--- src/rtl/vga_pkg.sv ---
// Shared VGA timing types and helpers.
// Default constants describe 640x480@60 with a 25 MHz pixel tick.
package vga_pkg;

  typedef struct packed {
    logic [15:0] visible;
    logic [15:0] fp;
    logic [15:0] sync;
    logic [15:0] bp;
  } vga_timing_t;

  function automatic int h_total(vga_timing_t t);
    return int'(t.visible) + int'(t.fp) + int'(t.sync) + int'(t.bp);
  endfunction

  function automatic int v_total(vga_timing_t t);
    return int'(t.visible) + int'(t.fp) + int'(t.sync) + int'(t.bp);
  endfunction

  localparam vga_timing_t VGA_H_640 = '{
    visible: 16'd640, fp: 16'd16, sync: 16'd96, bp: 16'd48
  };

  localparam vga_timing_t VGA_V_480 = '{
    visible: 16'd480, fp: 16'd10, sync: 16'd2, bp: 16'd33
  };

endpackage

--- src/rtl/vga_addr_gen.sv ---
// Frame-buffer address generator: incremental line base plus column,
// with a per-frame 1x / 2x pixel-doubling mode latch.
module vga_addr_gen
  import vga_pkg::*;
#(
  parameter int H_VISIBLE = 640,
  parameter int HW        = 10,
  parameter int ADDR_W    = 19
) (
  input  logic              clk,
  input  logic              rst,
  input  logic              pix_en,
  input  logic              frame_start,
  input  logic              scale_2x,
  input  logic              line_end,
  input  logic              frame_end,
  input  logic              vis_line,
  input  logic              line_odd,
  input  logic              nxt_vis,
  input  logic [HW-1:0]     h_next,
  output logic [ADDR_W-1:0] rd_addr
);

  logic              mode_q;
  logic              mode_eff;
  logic [ADDR_W-1:0] line_base;
  logic [ADDR_W-1:0] base_nxt;
  logic [ADDR_W-1:0] stride;
  logic [ADDR_W-1:0] col;

  // The address is issued for the position the counters move to, so the
  // mode being latched this tick must already steer the column.
  always_comb begin
    mode_eff = frame_start ? scale_2x : mode_q;
    stride   = mode_q ? ADDR_W'(H_VISIBLE / 2)
                      : ADDR_W'(H_VISIBLE);
    base_nxt = line_base;
    if (frame_end) begin
      base_nxt = '0;
    end else if (line_end && vis_line && (!mode_q || line_odd)) begin
      base_nxt = line_base + stride;
    end
    col = mode_eff ? ADDR_W'(h_next >> 1) : ADDR_W'(h_next);
  end

  always_ff @(posedge clk) begin
    if (rst) begin
      mode_q    <= 1'b0;
      line_base <= '0;
      rd_addr   <= '0;
    end else if (pix_en) begin
      if (frame_start) begin
        mode_q <= scale_2x;
      end
      line_base <= base_nxt;
      if (nxt_vis) begin
        rd_addr <= base_nxt + col;
      end
    end
  end

endmodule

--- src/rtl/vga_frame_scanner.sv ---
// Parametrised VGA scan engine: tick divider, H/V counters, sync/blank
// generation and a one-tick output stage aligned with frame-buffer data.
module vga_frame_scanner
  import vga_pkg::*;
#(
  parameter int H_VISIBLE = int'(VGA_H_640.visible),
  parameter int H_FP      = int'(VGA_H_640.fp),
  parameter int H_SYNC    = int'(VGA_H_640.sync),
  parameter int H_BP      = int'(VGA_H_640.bp),
  parameter int V_VISIBLE = int'(VGA_V_480.visible),
  parameter int V_FP      = int'(VGA_V_480.fp),
  parameter int V_SYNC    = int'(VGA_V_480.sync),
  parameter int V_BP      = int'(VGA_V_480.bp),
  parameter int CLK_DIV   = 2,
  parameter int RD_LAT    = 1,
  parameter int ADDR_W    = 19,
  parameter int PIX_W     = 8
) (
  input  logic              CLOCK_50,
  input  logic              Reset,
  input  logic              scale_2x,
  input  logic [PIX_W-1:0]  frame_output,
  output logic [ADDR_W-1:0] frame_rdAddress,
  output logic [PIX_W-1:0]  pixel_out,
  output logic              VGA_HS,
  output logic              VGA_VS,
  output logic              VGA_BLANK_N,
  output logic              pix_en,
  output logic [9:0]        DrawX_OUT,
  output logic [9:0]        DrawY_OUT,
  output logic              frame_start
);

  localparam vga_timing_t HT = '{
    visible: 16'(H_VISIBLE), fp: 16'(H_FP),
    sync: 16'(H_SYNC), bp: 16'(H_BP)
  };
  localparam vga_timing_t VT = '{
    visible: 16'(V_VISIBLE), fp: 16'(V_FP),
    sync: 16'(V_SYNC), bp: 16'(V_BP)
  };
  localparam int H_TOTAL = h_total(HT);
  localparam int V_TOTAL = v_total(VT);
  localparam int HW      = $clog2(H_TOTAL);
  localparam int VW      = $clog2(V_TOTAL);
  localparam int DW      = $clog2(CLK_DIV);
  localparam int HS_BEG  = H_VISIBLE + H_FP;
  localparam int HS_END  = HS_BEG + H_SYNC;
  localparam int VS_BEG  = V_VISIBLE + V_FP;
  localparam int VS_END  = VS_BEG + V_SYNC;

  if (CLK_DIV < 2 || RD_LAT >= CLK_DIV ||
      (H_VISIBLE % 2) != 0 || (V_VISIBLE % 2) != 0 ||
      longint'(H_VISIBLE) * longint'(V_VISIBLE) >
      (longint'(1) << ADDR_W)) begin : g_bad_cfg
    $error("vga_frame_scanner: invalid parameter set");
  end

  logic [DW-1:0] div;
  logic [HW-1:0] hcnt;
  logic [HW-1:0] h_next;
  logic [VW-1:0] vcnt;
  logic [VW-1:0] v_next;
  logic          line_end;
  logic          frame_end;
  logic          visible;
  logic          nxt_vis;
  logic          hs0;
  logic          vs0;

  assign pix_en      = div == DW'(CLK_DIV - 1);
  assign frame_start = pix_en && hcnt == '0 && vcnt == '0;

  always_comb begin
    line_end  = int'(hcnt) == H_TOTAL - 1;
    frame_end = line_end && int'(vcnt) == V_TOTAL - 1;
    h_next    = line_end ? '0 : hcnt + 1'b1;
    v_next    = vcnt;
    if (frame_end) begin
      v_next = '0;
    end else if (line_end) begin
      v_next = vcnt + 1'b1;
    end
    visible = int'(hcnt) < H_VISIBLE && int'(vcnt) < V_VISIBLE;
    nxt_vis = int'(h_next) < H_VISIBLE && int'(v_next) < V_VISIBLE;
    hs0 = !(int'(hcnt) >= HS_BEG && int'(hcnt) < HS_END);
    vs0 = !(int'(vcnt) >= VS_BEG && int'(vcnt) < VS_END);
  end

  vga_addr_gen #(
    .H_VISIBLE (H_VISIBLE),
    .HW        (HW),
    .ADDR_W    (ADDR_W)
  ) u_addr_gen (
    .clk         (CLOCK_50),
    .rst         (Reset),
    .pix_en      (pix_en),
    .frame_start (frame_start),
    .scale_2x    (scale_2x),
    .line_end    (line_end),
    .frame_end   (frame_end),
    .vis_line    (int'(vcnt) < V_VISIBLE),
    .line_odd    (vcnt[0]),
    .nxt_vis     (nxt_vis),
    .h_next      (h_next),
    .rd_addr     (frame_rdAddress)
  );

  // frame_output holds the data for the current position by the closing
  // tick edge, so sync/blank/coords are registered on the same edge.
  always_ff @(posedge CLOCK_50) begin
    if (Reset) begin
      div         <= '0;
      hcnt        <= '0;
      vcnt        <= '0;
      pixel_out   <= '0;
      VGA_HS      <= 1'b1;
      VGA_VS      <= 1'b1;
      VGA_BLANK_N <= 1'b0;
      DrawX_OUT   <= '0;
      DrawY_OUT   <= '0;
    end else begin
      div <= pix_en ? '0 : div + 1'b1;
      if (pix_en) begin
        hcnt        <= h_next;
        vcnt        <= v_next;
        pixel_out   <= visible ? frame_output : '0;
        VGA_HS      <= hs0;
        VGA_VS      <= vs0;
        VGA_BLANK_N <= visible;
        DrawX_OUT   <= visible ? 10'(hcnt) : '0;
        DrawY_OUT   <= visible ? 10'(vcnt) : '0;
      end
    end
  end

endmodule

--- config.mk ---
export PLATFORM = sky130hd
export DESIGN_NAME = vga_frame_scanner
export DESIGN_NICKNAME = d
export VERILOG_FILES = /design/src/rtl/vga_pkg.sv /design/src/rtl/vga_addr_gen.sv /design/src/rtl/vga_frame_scanner.sv
export SDC_FILE = /design/constraint.sdc
export NUM_CORES = 1
export LEC_CHECK = 0
export CORE_UTILIZATION = 35
export DETAILED_ROUTE_END_ITERATION = 12
export PLACE_DENSITY_LB_ADDON = 0.05
export SYNTH_ARGS = -nofsm -noshare
export SYNTH_HDL_FRONTEND = slang
export SYNTH_SLANG_ARGS = --single-unit
--- constraint.sdc ---
create_clock -name CLOCK_50 -period 5 [get_ports CLOCK_50]
set_input_delay 0.75 -clock CLOCK_50 [delete_from_list [all_inputs] [get_ports CLOCK_50]]
set_output_delay 0.75 -clock CLOCK_50 [all_outputs]
set_load 0.01 [all_outputs]
Word level (Yosys, flattened, before mapping)
Index checks and enable logic that the tools add are counted.
{"block": "word_totals", "ram_bits": 0, "n_memories": 0, "inputBits": 11, "latchBits": 0, "elab_cells": 55, "reg_bits": 91, "out_inout_bits": 52, "mem_bits_ro": 0}
{"block": "op_classes", "add_sub_neg": 5, "mux": 11, "n_div": 0, "shifts": 0, "bitwise": 0, "magnitude_cmp": 8, "n_reduce_logical": 17, "eq_ne": 2, "n_mul": 0}
{"op": "2-to-1 mux 10 bit", "n": 7}
{"op": "adder 19 bit", "n": 2}
{"op": "2-to-1 mux 19 bit", "n": 2}
{"op": "less-than comparator 10 bit, second input constant", "n": 3}
{"op": "less-than comparator 10 x 9 -> 1 bit, second input constant", "n": 3}
{"op": "adder 10 x 1 -> 10 bit, second input constant", "n": 2}
{"op": "zero test 10 bit", "n": 2}
{"op": "== test 10 bit, second input constant", "n": 1}
{"op": "== test 10 x 9 -> 1 bit, second input constant", "n": 1}
{"op": "greater-or-equal comparator 10 bit, second input constant", "n": 1}
{"op": "greater-or-equal comparator 10 x 9 -> 1 bit, second input constant", "n": 1}
{"op": "logical AND 1 bit", "n": 9}
{"op": "2-to-1 mux 8 bit", "n": 1}
{"op": "zero test 1 bit", "n": 3}
{"op": "AND reduction 2 bit", "n": 1}
{"op": "OR reduction 2 bit", "n": 1}
{"op": "adder 1 bit, second input constant", "n": 1}
{"op": "logical OR 1 bit", "n": 1}
{"op": "2-to-1 mux 1 bit", "n": 1}

Depth between registers and ports, before layout
{"block": "depth", "word_depth": 6, "depth_mapped": 17, "ltp_nobuf": 17}

Modules after synthesis
Synthesis repeated with hierarchy kept, for this count alone.
{"block": "unflattened", "cells_unflattened": 576, "hier_area_um2": 4979.8}
{"module": "vga_addr_gen", "area_per_inst_um2": 2567.5, "seq_area_each_um2": 780.7, "instances": 1, "cells_each": 310}
{"module": "vga_frame_scanner", "area_per_inst_um2": 2412.3, "seq_area_each_um2": 1041.0, "instances": 1, "cells_each": 266}

Least setup slack after synthesis
Ideal clock, no wire load.
{"block": "synth_timing", "path_type": "register -> register", "start": "reg hcnt[5]", "end": "reg u_addr_gen.rd_addr[18]", "path_slack_ns": 0.724, "t_arrival_ns": 4.188, "stages_incl_launch_ff": 17, "t_required_ns": 4.912, "setup_ns": 0.088, "synth_period_minus_slack_ns": 4.276, "n_path_buf": 1, "cell_sequence": "dfxtp_1 -> clkbuf_1 -> or3_1 -> nor4_1 -> and4_1 -> mux2i_2 -> mux2i_1 -> nor2_1 -> ha_1 -> fa_1 -> a21oi_1 -> o211ai_1 -> o41ai_1 -> o21ai_0 -> inv_1 -> or4_1 -> a311oi_2"}
{"block": "synth_via", "elab_chain_cells": 6, "elab_cells_between_ends": 20, "cone_classes": "add/sub (2); order compare (2); eq/ne (1); mux (7); reduce/logical (8)"}
{"item": "start, declared", "line": "vga_frame_scanner.sv:60", "source": "logic [HW-1:0] hcnt;"}
{"item": "start signal, assigned", "line": "vga_frame_scanner.sv:125", "source": "hcnt <= h_next;"}
{"item": "zero test 10 bit", "line": "vga_frame_scanner.sv:72", "source": "assign frame_start = pix_en && hcnt == '0 && vcnt == '0;"}
{"item": "logical AND 1 bit (2 in a row)", "line": "vga_frame_scanner.sv:72"}
{"item": "via frame_start", "line": "vga_frame_scanner.sv:31", "source": "output logic frame_start"}
{"item": "2-to-1 mux 1 bit"}
{"item": "2-to-1 mux 10 bit", "line": "vga_addr_gen.sv:43", "source": "col = mode_eff ? ADDR_W'(h_next >> 1) : ADDR_W'(h_next);"}
{"item": "adder 19 bit", "line": "vga_addr_gen.sv:57", "source": "rd_addr <= base_nxt + col;"}
{"item": "end signal, assigned", "line": "vga_addr_gen.sv:57"}
{"item": "end, declared", "line": "vga_addr_gen.sv:21", "source": "output logic [ADDR_W-1:0] rd_addr"}
The timed path passes the listed nets, and every way through them passes these cells.
A chain may end at the register's enable or synchronous reset.

Worst setup path after layout
{"block": "layout_timing", "start": "reg hcnt[4]", "end": "reg u_addr_gen.rd_addr[18]"}
{"block": "layout_via", "elab_chain_cells": 6, "elab_cells_between_ends": 20, "cone_classes": "add/sub (2); order compare (2); eq/ne (1); mux (7); reduce/logical (8)"}
{"item": "parallel branches: the longest is 6 deep, another holds adder 19 bit"}
Several ways; the timed one is not identified.

==> impl_metrics.csv <==
group,metric,value,unit
floorplanning,die_h,121.9,um
critical_path,path_max_fanout,10,
route,wl,13.51,mm
cts,insertion_delay,0.35,ns
critical_path,reg2reg_to,"u_addr_gen.rd_addr[18]",
route,routed-wl-met3,615,um
place,dp_hpwl,9.754,mm
sta,max_slew.worst_pin.slew,1.097,ns
pwr,p_comb_share,8.9,%
outcome,outcome,"complete, no violations",
cts,clockRootBuffer,"clkbuf_16",
cts,cts_buffers,9,
cts,clock-sinks,91,
route,met1_length,6.449,mm
cts,clk_pin_slew_worst_paths,0.06,ns
route,routed_via_density,5.415,
synth,ys_types,62,
sta,slew_violations,0,
synth,synth-seq-area-share,36.20,%
cts,clockBufferDepth,2,
synth,synth_top_family_by_area,"simple AND/OR/NAND/NOR gates",
route,num_vias,4386,
global_route,grt-ovfl-total,0,
critical_path,cp-endpoint,"u_addr_gen.rd_addr[18]",
critical_path,required,5.26,ns
synth,synth_adder_area_share,5.520,%
critical_path,r2r_cells,15,
cts,hold_buffers,0,
critical_path,cp.arrival,4.78,ns
cts,htreeDepth,3,
pwr,pwr-share-seq,46.1,%
cells_and_area,area_growth,20.64,%
route,wl_per_cell,16.68,um
synth,synthCells,582,
cells_and_area,multi_input_area,2947,um^2
synth,synth_top_area_share,36.20,%
global_route,grt_start_max_net_pins,33,
cells_and_area,antenna_cells,0,
critical_path,crit_path_start_kind,"flip-flop",
synth,muxShareOfSynthArea,5.644,%
global_route,grt_first_pass_wirelength,21.89,mm
global_route,antenna_found_initial,0,
synth,synth_top_area_cell,"dfxtp_1",
floorplanning,rows,43,
sta,slew_headroom,26.81,%
critical_path,rrSetupSlack,0.48,ns
synth,synthFlopType,"dfxtp_1",
route,antenna_left,0,
synth,yosysWarnings,0,
pwr,cellPowerDensity,269.2,nW/um^2
route,dr_wl_met2,6.220,mm
sta,min_period_over_period,90.31,%
critical_path,cp-startpoint,"hcnt[4]",
synth,synth_simple_gate_area_share,22.10,%
critical_path,worstReg2RegStart,"hcnt[4]",
floorplanning,core-area,13930,um^2
synth,synth_area,5032,um^2
critical_path,cp-end-kind,"flip-flop",
pwr,vdd_drop_max,271.9,uV
pwr,power_frac_clock,45.1,%
run,timing.max_cap.violations,0,
hold_path,hold_class,"flip-flop to flip-flop",
route,drc,0,
sta,hold_slack,0.4522,ns
sta,setup-violations-final,0,
synth,avgSynthCellArea,8.647,um^2
cts,post_cts_buffers,0,
cts,post_cts_resize_count,0,
sta,setup_tns,0,ns
cells_and_area,nFillCells,1374,
sta,fin_skew,0.006725,ns
global_route,grt_pass1_vias,4199,
sta,finalCriticalPeriod,4.515,ns
cells_and_area,utilization,43.57,%
global_route,grt_usage,19.02,%
cells_and_area,final-seq-area,1822,um^2
pwr,p_sw_share,23.84,%
pwr,p_int,0.001245,W
cts,cts_tree,"built",
synth,synth_fp_nets,614,
floorplanning,fp.dieW,121.9,um
synth,synthArstFlopShare,0,%
sta,fmax,0.2215,GHz
synth,synthXorXnorAreaFrac,5.917,%
place,gp_congestion,0.8347,
cells_and_area,drive_above_1_share,6.190,%
pwr,leakage,2.224,nW
floorplanning,die_area,14860,um^2
synth,synthTopCellsByArea,"dfxtp_1 36%, mux2i_1 5.4%, nor2_1 5.1%",
floorplanning,ios,63,
critical_path,critPathKind,"flip-flop to flip-flop",
route,highest-signal-layer,"met4",
cells_and_area,nets,657,
sta,grt_setup_unrepaired,"false",
floorplanning,initial_core_util,36.11,%
synth,synth_compound_area_share,19.32,%
synth,synth_edf_count,0,
route,dr.pass1.iters,4,
route,drt_iter0_drc,286,
sta,hold_viol,0,
synth,ys_ff_latch,91,
place,port_buffers,62,
pwr,p_sw,0.0003895,W
==> flip-flops by register name, summed over array words and instances (netlist names) <==
name,count
pix_en,1
VGA_HS,1
vcnt,10
DrawX_OUT,10
u_addr_gen.line_base,19
pixel_out,8
hcnt,10
VGA_VS,1
u_addr_gen.mode_q,1
VGA_BLANK_N,1
u_addr_gen.rd_addr,19
DrawY_OUT,10
==> final cells by class <==
class / instances / area share [%]
Clock buffer: 10 / 3.772
Timing Repair Buffer: 71 / 11.25
Tap cell: 180 / 3.710
Clock inverter: 6 / 1.484
Inverter: 20 / 1.237
Sequential cell: 91 / 30.01
Multi-Input combinational cell: 432 / 48.54
==> synthesized netlist by cell type, types with 6 or more instances <==
| library cell | number |
|---|---|
| mux2i_1 | 27 |
| nand2b_1 | 6 |
| nand4_1 | 17 |
| xnor2_1 | 19 |
| or3_1 | 11 |
| a211oi_1 | 9 |
| nor2b_1 | 6 |
| a22o_1 | 27 |
| o21ai_0 | 18 |
| nor4_1 | 7 |
| dfxtp_1 | 91 |
| xor2_1 | 15 |
| nor3_1 | 11 |
| and2_1 | 17 |
| nand2_1 | 29 |
| a21o_1 | 6 |
| clkbuf_1 | 19 |
| nor2_1 | 68 |
| nand3_1 | 17 |
| inv_1 | 20 |
| a21oi_1 | 34 |
| ha_1 | 19 |
| buf_2 | 9 |
==> layout by cell type (no fill, tap or decap), types with 3 or more instances in the layout <==
master           Yosys  routed
nor2_1              68      67
o21ai_0             18      18
a21oi_1             34      34
a31oi_1              5       5
nand2_1             29      29
nand3_1             17      17
xor2_1              15      15
nor3_1              11      11
and4_1               5       5
a211oi_1             9       9
o22ai_1              4       4
nand4_1             17      17
and2_1              17      17
o211ai_1             5       5
a21o_1               6       6
nor4_1               7       7
mux2i_1             27      27
buf_4                3       9
a22o_1              27      27
ha_1                19      19
or3_1               11      11
inv_1               20      20
dfxtp_1             91      91
nand2b_1             6       6
clkbuf_16            0       9
a2111oi_0            5       5
clkdlybuf4s50_1      0      61
nor2b_1              6       6
and3_1               4       4
xnor2_1             19      19
o21bai_1             3       3
==> metrics by stage <==
stage / cell area, um^2 / instances / setup WS (ns) / power [W]
floorplan: 5032 / 582 / 0.7236 / 0.0008558
global placement: 5752 / 794 / 0.6404 / 0.0009162
detailed placement: 5752 / 794 / 0.4842 / 0.0009157
CTS: 6071 / 810 / 0.4510 / 0.001660
global route: 6071 / 810 / 0.1449 / 0.001700
finish: 6071 / 810 / 0.4847 / 0.001634
==> critical path: stages (launching register included) <==
cell and delay, ns:
dfxtp_1 0.41, or3_1 0.44, nor4_1 0.25, and4_1 0.28
mux2i_2 0.32, buf_4 0.24, inv_1 0.09, a21oi_1 0.24
fa_1 0.26, a21oi_1 0.09, o211ai_1 0.24, o41ai_1 0.14
o21ai_0 0.48, inv_1 0.15, or4_1 0.56, a311oi_2 0.23
==> per-layer routing <==
metal / global-route usage, % / up-vias
li1: - / 2199
met1: 25.05 / 2075
met2: 30.01 / 91
met3: 5.197 / 21
met4: 5.864 / 0
met5: 0 / -
==> logic make-up (layout without fill, tap and decap cells) <==
group / count (synthesis) / after routing
and+or+nand+nor: 212 / 212
AOI/OAI and AO/OA: 137 / 137
DFF: 91 / 91
buffers and inverters: 59 / 107
xor gates and xnor gates: 34 / 34
muxes: 28 / 28
adders and majority gates: 21 / 21
==> how the worst min path moves through the flow <==
stage	end	slack [ns]	depth (start not counted)	from
final	u_addr_gen.line_base[0]	0.45	1	u_addr_gen.line_base[0]
after global routing	u_addr_gen.line_base[0]	0.47	1	u_addr_gen.line_base[0]
after CTS	u_addr_gen.line_base[2]	0.46	1	u_addr_gen.line_base[2]
after detailed placement	u_addr_gen.line_base[2]	0.44	1	u_addr_gen.line_base[2]
after global placement	u_addr_gen.line_base[4]	0.43	1	u_addr_gen.line_base[4]
after floorplan	u_addr_gen.line_base[0]	0.42	1	u_addr_gen.line_base[0]
==> power groups by stage <==
stage	clock, W	combinational, W	sequential (W)
finish	0.000736	0.000145	0.000753
global route	0.000786	0.000159	0.000755
CTS	0.000761	0.000147	0.000753
detailed placement	0	0.000146	0.000769
global placement	0	0.000148	0.000768
floorplan	0	0.0000846	0.000771
Note: power is estimated with default switching activity, not from simulation.
